File: config.mk
export PLATFORM = sky130hd
export DESIGN_NAME = fetch_stage
export DESIGN_NICKNAME = d
export VERILOG_FILES = /design/src/rtl/fetch_stage_pkg.sv /design/src/rtl/fetch_stage_predecode.sv /design/src/rtl/fetch_stage.sv
export SDC_FILE = /design/constraint.sdc
export NUM_CORES = 1
export LEC_CHECK = 0
export CAP_MARGIN = 20
export CORE_ASPECT_RATIO = 0.7
export CORE_MARGIN = 5
export CORE_UTILIZATION = 57
export DETAILED_ROUTE_END_ITERATION = 6
export DONT_BUFFER_PORTS = 1
export GPL_TIMING_DRIVEN = 0
export HOLD_SLACK_MARGIN = 0.02
export MAX_ROUTING_LAYER = met4
export PLACE_DENSITY_LB_ADDON = 0.2
export SKIP_LAST_GASP = 1
export SYNTH_ARGS = -nofsm -noshare
export SYNTH_HDL_FRONTEND = slang
export SYNTH_SLANG_ARGS = --single-unit
File: constraint.sdc
create_clock -name clk -period 1.8 [get_ports clk]
set_input_delay 0.27 -clock clk [delete_from_list [all_inputs] [get_ports clk]]
set_output_delay 0.27 -clock clk [all_outputs]
set_load 0.01 [all_outputs]
File: src/rtl/fetch_stage_pkg.sv
`default_nettype none
// ============================================================================
// Module      : fetch_stage_pkg
// Description : Shared CPU constants for the fetch stage: branch opcodes,
//               erased-memory HALT word, FSM encoding, branch-target helper.
// Revision    : 1.0 - initial release
// ============================================================================
package fetch_stage_pkg;

   localparam logic [5:0]  OPC_BEQ   = 6'b101000;
   localparam logic [5:0]  OPC_BNE   = 6'b101001;
   localparam logic [31:0] HALT_WORD = 32'hFFFF_FFFF;

   localparam int STATE_W = 1;
   typedef logic [STATE_W-1:0] state_t;
   localparam state_t ST_RUN  = 1'b0;
   localparam state_t ST_HALT = 1'b1;

   // Only imm[13:0] survives the <<2 and the 16-bit truncation.
   function automatic logic [15:0] branch_target(input logic [15:0] pc4,
                                                 input logic [13:0] imm_lo);
      branch_target = pc4 + {imm_lo, 2'b00};
   endfunction

endpackage
`default_nettype wire

File: src/rtl/fetch_stage_predecode.sv
`default_nettype none
// ============================================================================
// Module      : fetch_predecode
// Description : Fetch predecode: PC+4, HALT-word detect and next-PC selection.
//               Backward-taken prediction enabled by FETCH_BTFN_PREDICT_EN.
// Revision    : 1.0 - initial release
// ============================================================================
module fetch_predecode
   import fetch_stage_pkg::*;
(
   input  logic [15:0] pc_i,
   input  logic [31:0] instr_i,
   output logic [15:0] pc4_o,
   output logic [15:0] next_pc_o,
   output logic        pred_taken_o,
   output logic        is_halt_o
);

   assign pc4_o     = pc_i + 16'd4;
   assign is_halt_o = (instr_i == HALT_WORD);

`ifdef FETCH_BTFN_PREDICT_EN
   logic        is_cond_branch;
   logic [15:0] target;

   assign is_cond_branch = (instr_i[31:26] == OPC_BEQ) || (instr_i[31:26] == OPC_BNE);
   assign target         = branch_target(pc4_o, instr_i[13:0]);
   // A negative displacement marks a loop back-edge: predict it taken.
   assign pred_taken_o   = is_cond_branch && instr_i[15];
   assign next_pc_o      = pred_taken_o ? target : pc4_o;
`else
   assign pred_taken_o   = 1'b0;
   assign next_pc_o      = pc4_o;
`endif

endmodule
`default_nettype wire

File: src/rtl/fetch_stage.sv
`default_nettype none
// ============================================================================
// Module      : fetch_stage
// Description : Instruction fetch: PC register, IF/ID pipeline register and
//               RUN/HALT FSM. Optional feature macro: FETCH_BTFN_PREDICT_EN.
// Revision    : 1.0 - initial release
// ============================================================================
module fetch_stage
   import fetch_stage_pkg::*;
#(
   parameter logic [15:0] RESET_PC = 16'h0000
) (
   input  logic        clk,
   input  logic        rst_n,
   output logic [15:0] imem_addr,
   input  logic [31:0] imem_rdata,
   input  logic        stall_i,
   input  logic        redirect_valid_i,
   input  logic [15:0] redirect_pc_i,
   output logic        ifid_valid_o,
   output logic [31:0] ifid_instr_o,
   output logic [15:0] ifid_pc_o,
   output logic [15:0] ifid_pc4_o,
   output logic        ifid_pred_taken_o
);

   state_t      state_q, state_d;
   logic [15:0] pc_q, pc_d;
   logic        valid_q, valid_d;
   logic [31:0] instr_q, instr_d;
   logic [15:0] ifpc_q, ifpc_d;
   logic [15:0] ifpc4_q, ifpc4_d;
   logic        pred_q, pred_d;

   logic [15:0] pc4;
   logic [15:0] next_pc;
   logic        pred_taken;
   logic        is_halt;
   logic        unused_redirect_lsb;

   assign unused_redirect_lsb = ^redirect_pc_i[1:0];

   fetch_predecode u_predecode (
      .pc_i         (pc_q),
      .instr_i      (imem_rdata),
      .pc4_o        (pc4),
      .next_pc_o    (next_pc),
      .pred_taken_o (pred_taken),
      .is_halt_o    (is_halt)
   );

   always_ff @(posedge clk or negedge rst_n) begin
      if (!rst_n) begin
         state_q <= ST_RUN;
         pc_q    <= RESET_PC;
         valid_q <= 1'b0;
         instr_q <= '0;
         ifpc_q  <= '0;
         ifpc4_q <= '0;
         pred_q  <= 1'b0;
      end else begin
         state_q <= state_d;
         pc_q    <= pc_d;
         valid_q <= valid_d;
         instr_q <= instr_d;
         ifpc_q  <= ifpc_d;
         ifpc4_q <= ifpc4_d;
         pred_q  <= pred_d;
      end
   end

   always_comb begin
      state_d = state_q;
      if (redirect_valid_i) begin
         state_d = ST_RUN;
      end else if (!stall_i && (state_q == ST_RUN) && is_halt) begin
         state_d = ST_HALT;
      end
   end

   // Redirect beats stall; a stalled cycle holds every register.
   always_comb begin
      pc_d    = pc_q;
      valid_d = valid_q;
      instr_d = instr_q;
      ifpc_d  = ifpc_q;
      ifpc4_d = ifpc4_q;
      pred_d  = pred_q;
      if (redirect_valid_i) begin
         pc_d    = {redirect_pc_i[15:2], 2'b00};
         valid_d = 1'b0;
         instr_d = '0;
         pred_d  = 1'b0;
      end else if (!stall_i) begin
         case (state_q)
            ST_RUN: begin
               if (is_halt) begin
                  valid_d = 1'b0;
               end else begin
                  pc_d    = next_pc;
                  valid_d = 1'b1;
                  instr_d = imem_rdata;
                  ifpc_d  = pc_q;
                  ifpc4_d = pc4;
                  pred_d  = pred_taken;
               end
            end
            default: valid_d = 1'b0;
         endcase
      end
   end

   assign imem_addr         = pc_q;
   assign ifid_valid_o      = valid_q;
   assign ifid_instr_o      = instr_q;
   assign ifid_pc_o         = ifpc_q;
   assign ifid_pc4_o        = ifpc4_q;
   assign ifid_pred_taken_o = pred_q;

endmodule
`default_nettype wire

* Yosys cells after proc, flatten, opt, wreduce, memory -nomap -nowiden
Index checks and enable logic that the tools add are counted.
** Word-level totals
- Register bits after elaboration :: 83
- Output and inout bits :: 82
- Bits of input ports :: 52
- Word-level logic and storage cells :: 40
** Cells by class
- Reductions and logical operators :: 6
- Add/subtract/negate cells :: 1
- Bitwise operators :: 4
- Equality and inequality tests :: 4
- Mux-type cells :: 18
** Operators by type and width (count)
- $mux W32 :: 4
- $mux W16 :: 4
- $eq A32 B32 Y1 const B :: 1
- $add A16 B3 Y16 const B :: 1
- $mux W1 :: 10
- $ne A2 B2 Y1 const B :: 2
- $not A1 Y1 :: 4
- $reduce_and A4 Y1 :: 1
- $reduce_and A3 Y1 :: 1
- $logic_and A1 B1 Y1 :: 2
- $ne A2 B1 Y1 const B :: 1
- $reduce_bool A2 Y1 :: 1
- $logic_not A1 Y1 :: 1

* Depth between registers and ports, before layout
- Depth in word-level cells :: 5
- Mapped depth :: 7
- Mapped depth without buffers :: 6

* By module
A second synthesis with hierarchy kept.
** Unflattened totals
- Cell total of the unflattened synthesis :: 266
- Area, all modules :: 3684.8 um2
** Modules (own cells, without submodules)
- fetch_stage :: seq. area each 2077.0 um2, instances 1, area an instance 3203.1 um2, cells an instance 200
- fetch_predecode :: seq. area each 0.0 um2, instances 1, area an instance 481.7 um2, cells an instance 66

* Worst setup path after synthesis
No wires, ideal clock.
- Path kind :: register -> register
- From :: reg pc_q[6] (netlist: imem_addr[6])
- To :: reg pc_q[15] (netlist: imem_addr[15])
- Slack :: 0.058 ns
- Buffers on the path :: 1
- Data arrival time :: 1.660 ns
- Setup time :: 0.082 ns
- Data required time :: 1.718 ns
- Cell stages (with the launch flop) :: 7
- Path through :: dfrtp_1 -> buf_2 -> and4_1 -> and3_1 -> nand3_1 -> or4_1 -> a31oi_1
** On the way
- Longest elaborated chain between the ends :: 5
** Ends and longest elaborated chain
- start: declaration :: line fetch_stage.sv:28 : logic [15:0] pc_q, pc_d;
- start signal: assignment :: line fetch_stage.sv:63 : pc_q <= pc_d;
- $add A16 B3 Y16 :: line fetch_stage_predecode.sv:19 : assign pc4_o = pc_i + 16'd4;
- $mux W16 :: line fetch_stage.sv:97 : if (is_halt) begin
- $mux W16 :: line fetch_stage.sv:95 : case (state_q)
- $mux W16 :: line fetch_stage.sv:94 : end else if (!stall_i) begin
- $mux W16 :: line fetch_stage.sv:89 : if (redirect_valid_i) begin
No other way between the ends. The select of a mux whose other input is x is not followed.
A chain may end at the register's enable or synchronous reset.

* Final worst setup path
- From :: reg pc_q[4] (netlist: imem_addr[4])
- To :: reg pc_q[15] (netlist: imem_addr[15])
The elaborated chain is that of the path after synthesis.

==> run metrics <==
routability cong. 0.793; slew at the pin closest to its max-slew limit 671 ps; Initial Utilization 0.588; n_diodes 0; commonest non-fill, non-tap cells in the layout 70 x dfrtp_1, 51 x nor2_1, 33 x mux2i_1; overall routing resource usage 0.238; first-pass iteration count of the detailed router 4; clock sinks 76; CP endpoint kind register; Die H 77.1 um; worst path cell trace buf_6 > and4_4 > and3_4 > nand3_4 > or4_1 > a31oi_1; commonest non-fill, non-tap cell in the layout dfrtp_1; initial DRC count 201; RSZ-0062 raised after global routing true; CP Buf/Inv Count 1; Worst path top cell family by delay simple AND/OR/NAND/NOR gates; CTS tree yes; clk slew on worst S/H paths 80 ps; vias in the first global route 2642; Netlist Area Pre-Place 3670 um^2; max-slew violations 0; Post-Route WL 9.15 mm; Yosys warnings 0; status finished with violations; largest net degree at the start of global routing 77; flops & latches, synth 76; syn_area_per_cell 11.3 um^2; Yosys top cell area share 0.518; Port-buffer cells 0; HP Class input port to asynchronous set/reset pin; hold_ws -385 ps; I/O pin count 134; via/cell ratio 5.95; Post-Synthesis Cells 325; Pleak 1.86 nW; H-Tree Depth 3; Die ar. 8170 um^2; Max Cap Viol 0; CP Class register to register; FF-to-FF Start imem_addr[4]; Post-DP HPWL 6.45 mm; Reg power frac 0.529; worst vdd ir 0.516 mV; Clock Power Share 0.343; net switching power 1.11 mW; Worst-Skew Late Latency 340 ps; setup violators final 0; cts bufs inserted 9; Netlist cell types 41; WP data arrival 2020 ps; top area cells in the synthesized netlist dfrtp_1 52%, mux2i_1 9.0%, nor2_1 5.2%; core area 6250 um^2; Routed Antenna Nets 0; Max Fclk 0.566 GHz; Slew HR 0.550; ys async rst share 1.00; fin crit period 1770 ps; CTS max path bufs 2; Root Driver clkbuf_8; layout cell share with drive strength beyond 1 0.233; CP Launch Point imem_addr[4]; first-pass GRT wire length 14.6 mm; Largest stage delay, worst path 430 ps; failing checks negative hold slack; Clock Skew 8.52 ps; total gr overflow 0; post-synthesis sequential area ratio 0.518; DRC violations left 0; vias 2582; Int Pwr 3.01 mW; leading area contributor after synthesis dfrtp_1; WL per Instance 21.1 um; WP data required 2060 ps; fin nets 405; crit path max fanout 4; total power 4.12 mW; Post-synth EDFFs 0; pwr dens 990 nW/um^2; Row Count 24; ys flop type dfrtp_1; Die W 106 um; Sw Ratio 0.270; final hold vios 76; Startpoint Class register; Comb power frac 0.128; fin crit share 0.981; Slowest cell on crit path dfrtp_1; initial antenna violation count 0; Area Overhead vs Synth 13.3%
==> state kept, by name, summed over array words and instances, names as in the netlist <==
register      flops
ifid_pc_o        14
ifid_instr_o     32
ifid_valid_o      1
ifid_pc4_o       14
imem_addr        14
state_q           1
==> synth_stat cells, types with 7 or more instances <==
library cell   n
nor2_1        51
a21oi_1       16
buf_4          7
mux2_4        11
xnor2_1       13
o21ai_0        7
clkbuf_1       9
xor2_1         7
mux2i_1       33
nand2_1       13
nand4_1       15
dfrtp_1       76
buf_6          7
==> routing by layer <==
layer	track usage	wire length (um)	vias up
met5	-	0	-
met4	0.0543	84	0
met3	0.0948	1110	9
met2	0.337	3990	129
met1	0.324	3970	1265
li1	-	-	1179
==> per-stage QoR <==
step	utilization	area, um^2	instances	setup slack, ps	setup TNS [ps]
3_3_place_gp	0.607	3790	409	-164	-5080
4_1_cts	0.657	4100	431	14.6	0
5_1_grt	0.666	4160	434	-49.0	-110
6_report	0.666	4160	434	34.5	0
3_5_place_dp	0.607	3790	409	-199	-6690
2_1_floorplan	-	3690	331	58.4	0
==> area by class of cell <==
type / instances / area, um^2
Buffer: 27 / 206
Clock buffer: 11 / 141
Clock inverter: 4 / 73.8
Fill cell: 503 / 2090
Inverter: 3 / 11.3
Multi-Input combinational cell: 224 / 1640
Sequential cell: 76 / 1910
Tap cell: 78 / 97.6
Timing Repair Buffer: 11 / 80.1
==> repair_timing <==
action / CTS / global route
cloned: 1 / 0
pin swaps: 2 / 3
buffers inserted: 7 / 3
resized for setup: 20 / 6
hold endpoints to repair: 76 / 76
endpoints found under the setup margin: 32 / 6
==> power by group through the flow <==
stage                     clock network, mW  registers [mW]  logic [mW]
after floorplan                           0            2.14       0.409
after global placement                    0            2.20       0.463
after detailed placement                  0            2.21       0.474
after CTS                              1.44            2.18       0.513
after global routing                   1.53            2.21       0.579
final                                  1.41            2.18       0.526
==> kinds of logic after synthesis <==
family	Yosys count	synth area share
AOI/OAI and AO/OA	42	0.0767
muxes	48	0.147
adders and majority gates	1	0.00341
other	1	0.00102
and+or+nand+nor	106	0.151
buffers and inverters	31	0.0549
DFF	76	0.518
xor gates and xnor gates	20	0.0477
==> worst paths after layout <==
kind / end / slack (ps) / cells after the start
max: imem_addr[15] / 30 / 6
min: ifid_instr_o[11] / -380 / 0
max reg2reg: imem_addr[15] / 30 / 6
min reg2reg: state_q / 540 / 2
max in group asynchronous: imem_addr[14] / 2080 / 0
min in group clk: imem_addr[13] / 50 / 2
Note: power is estimated with default switching activity, not from simulation.
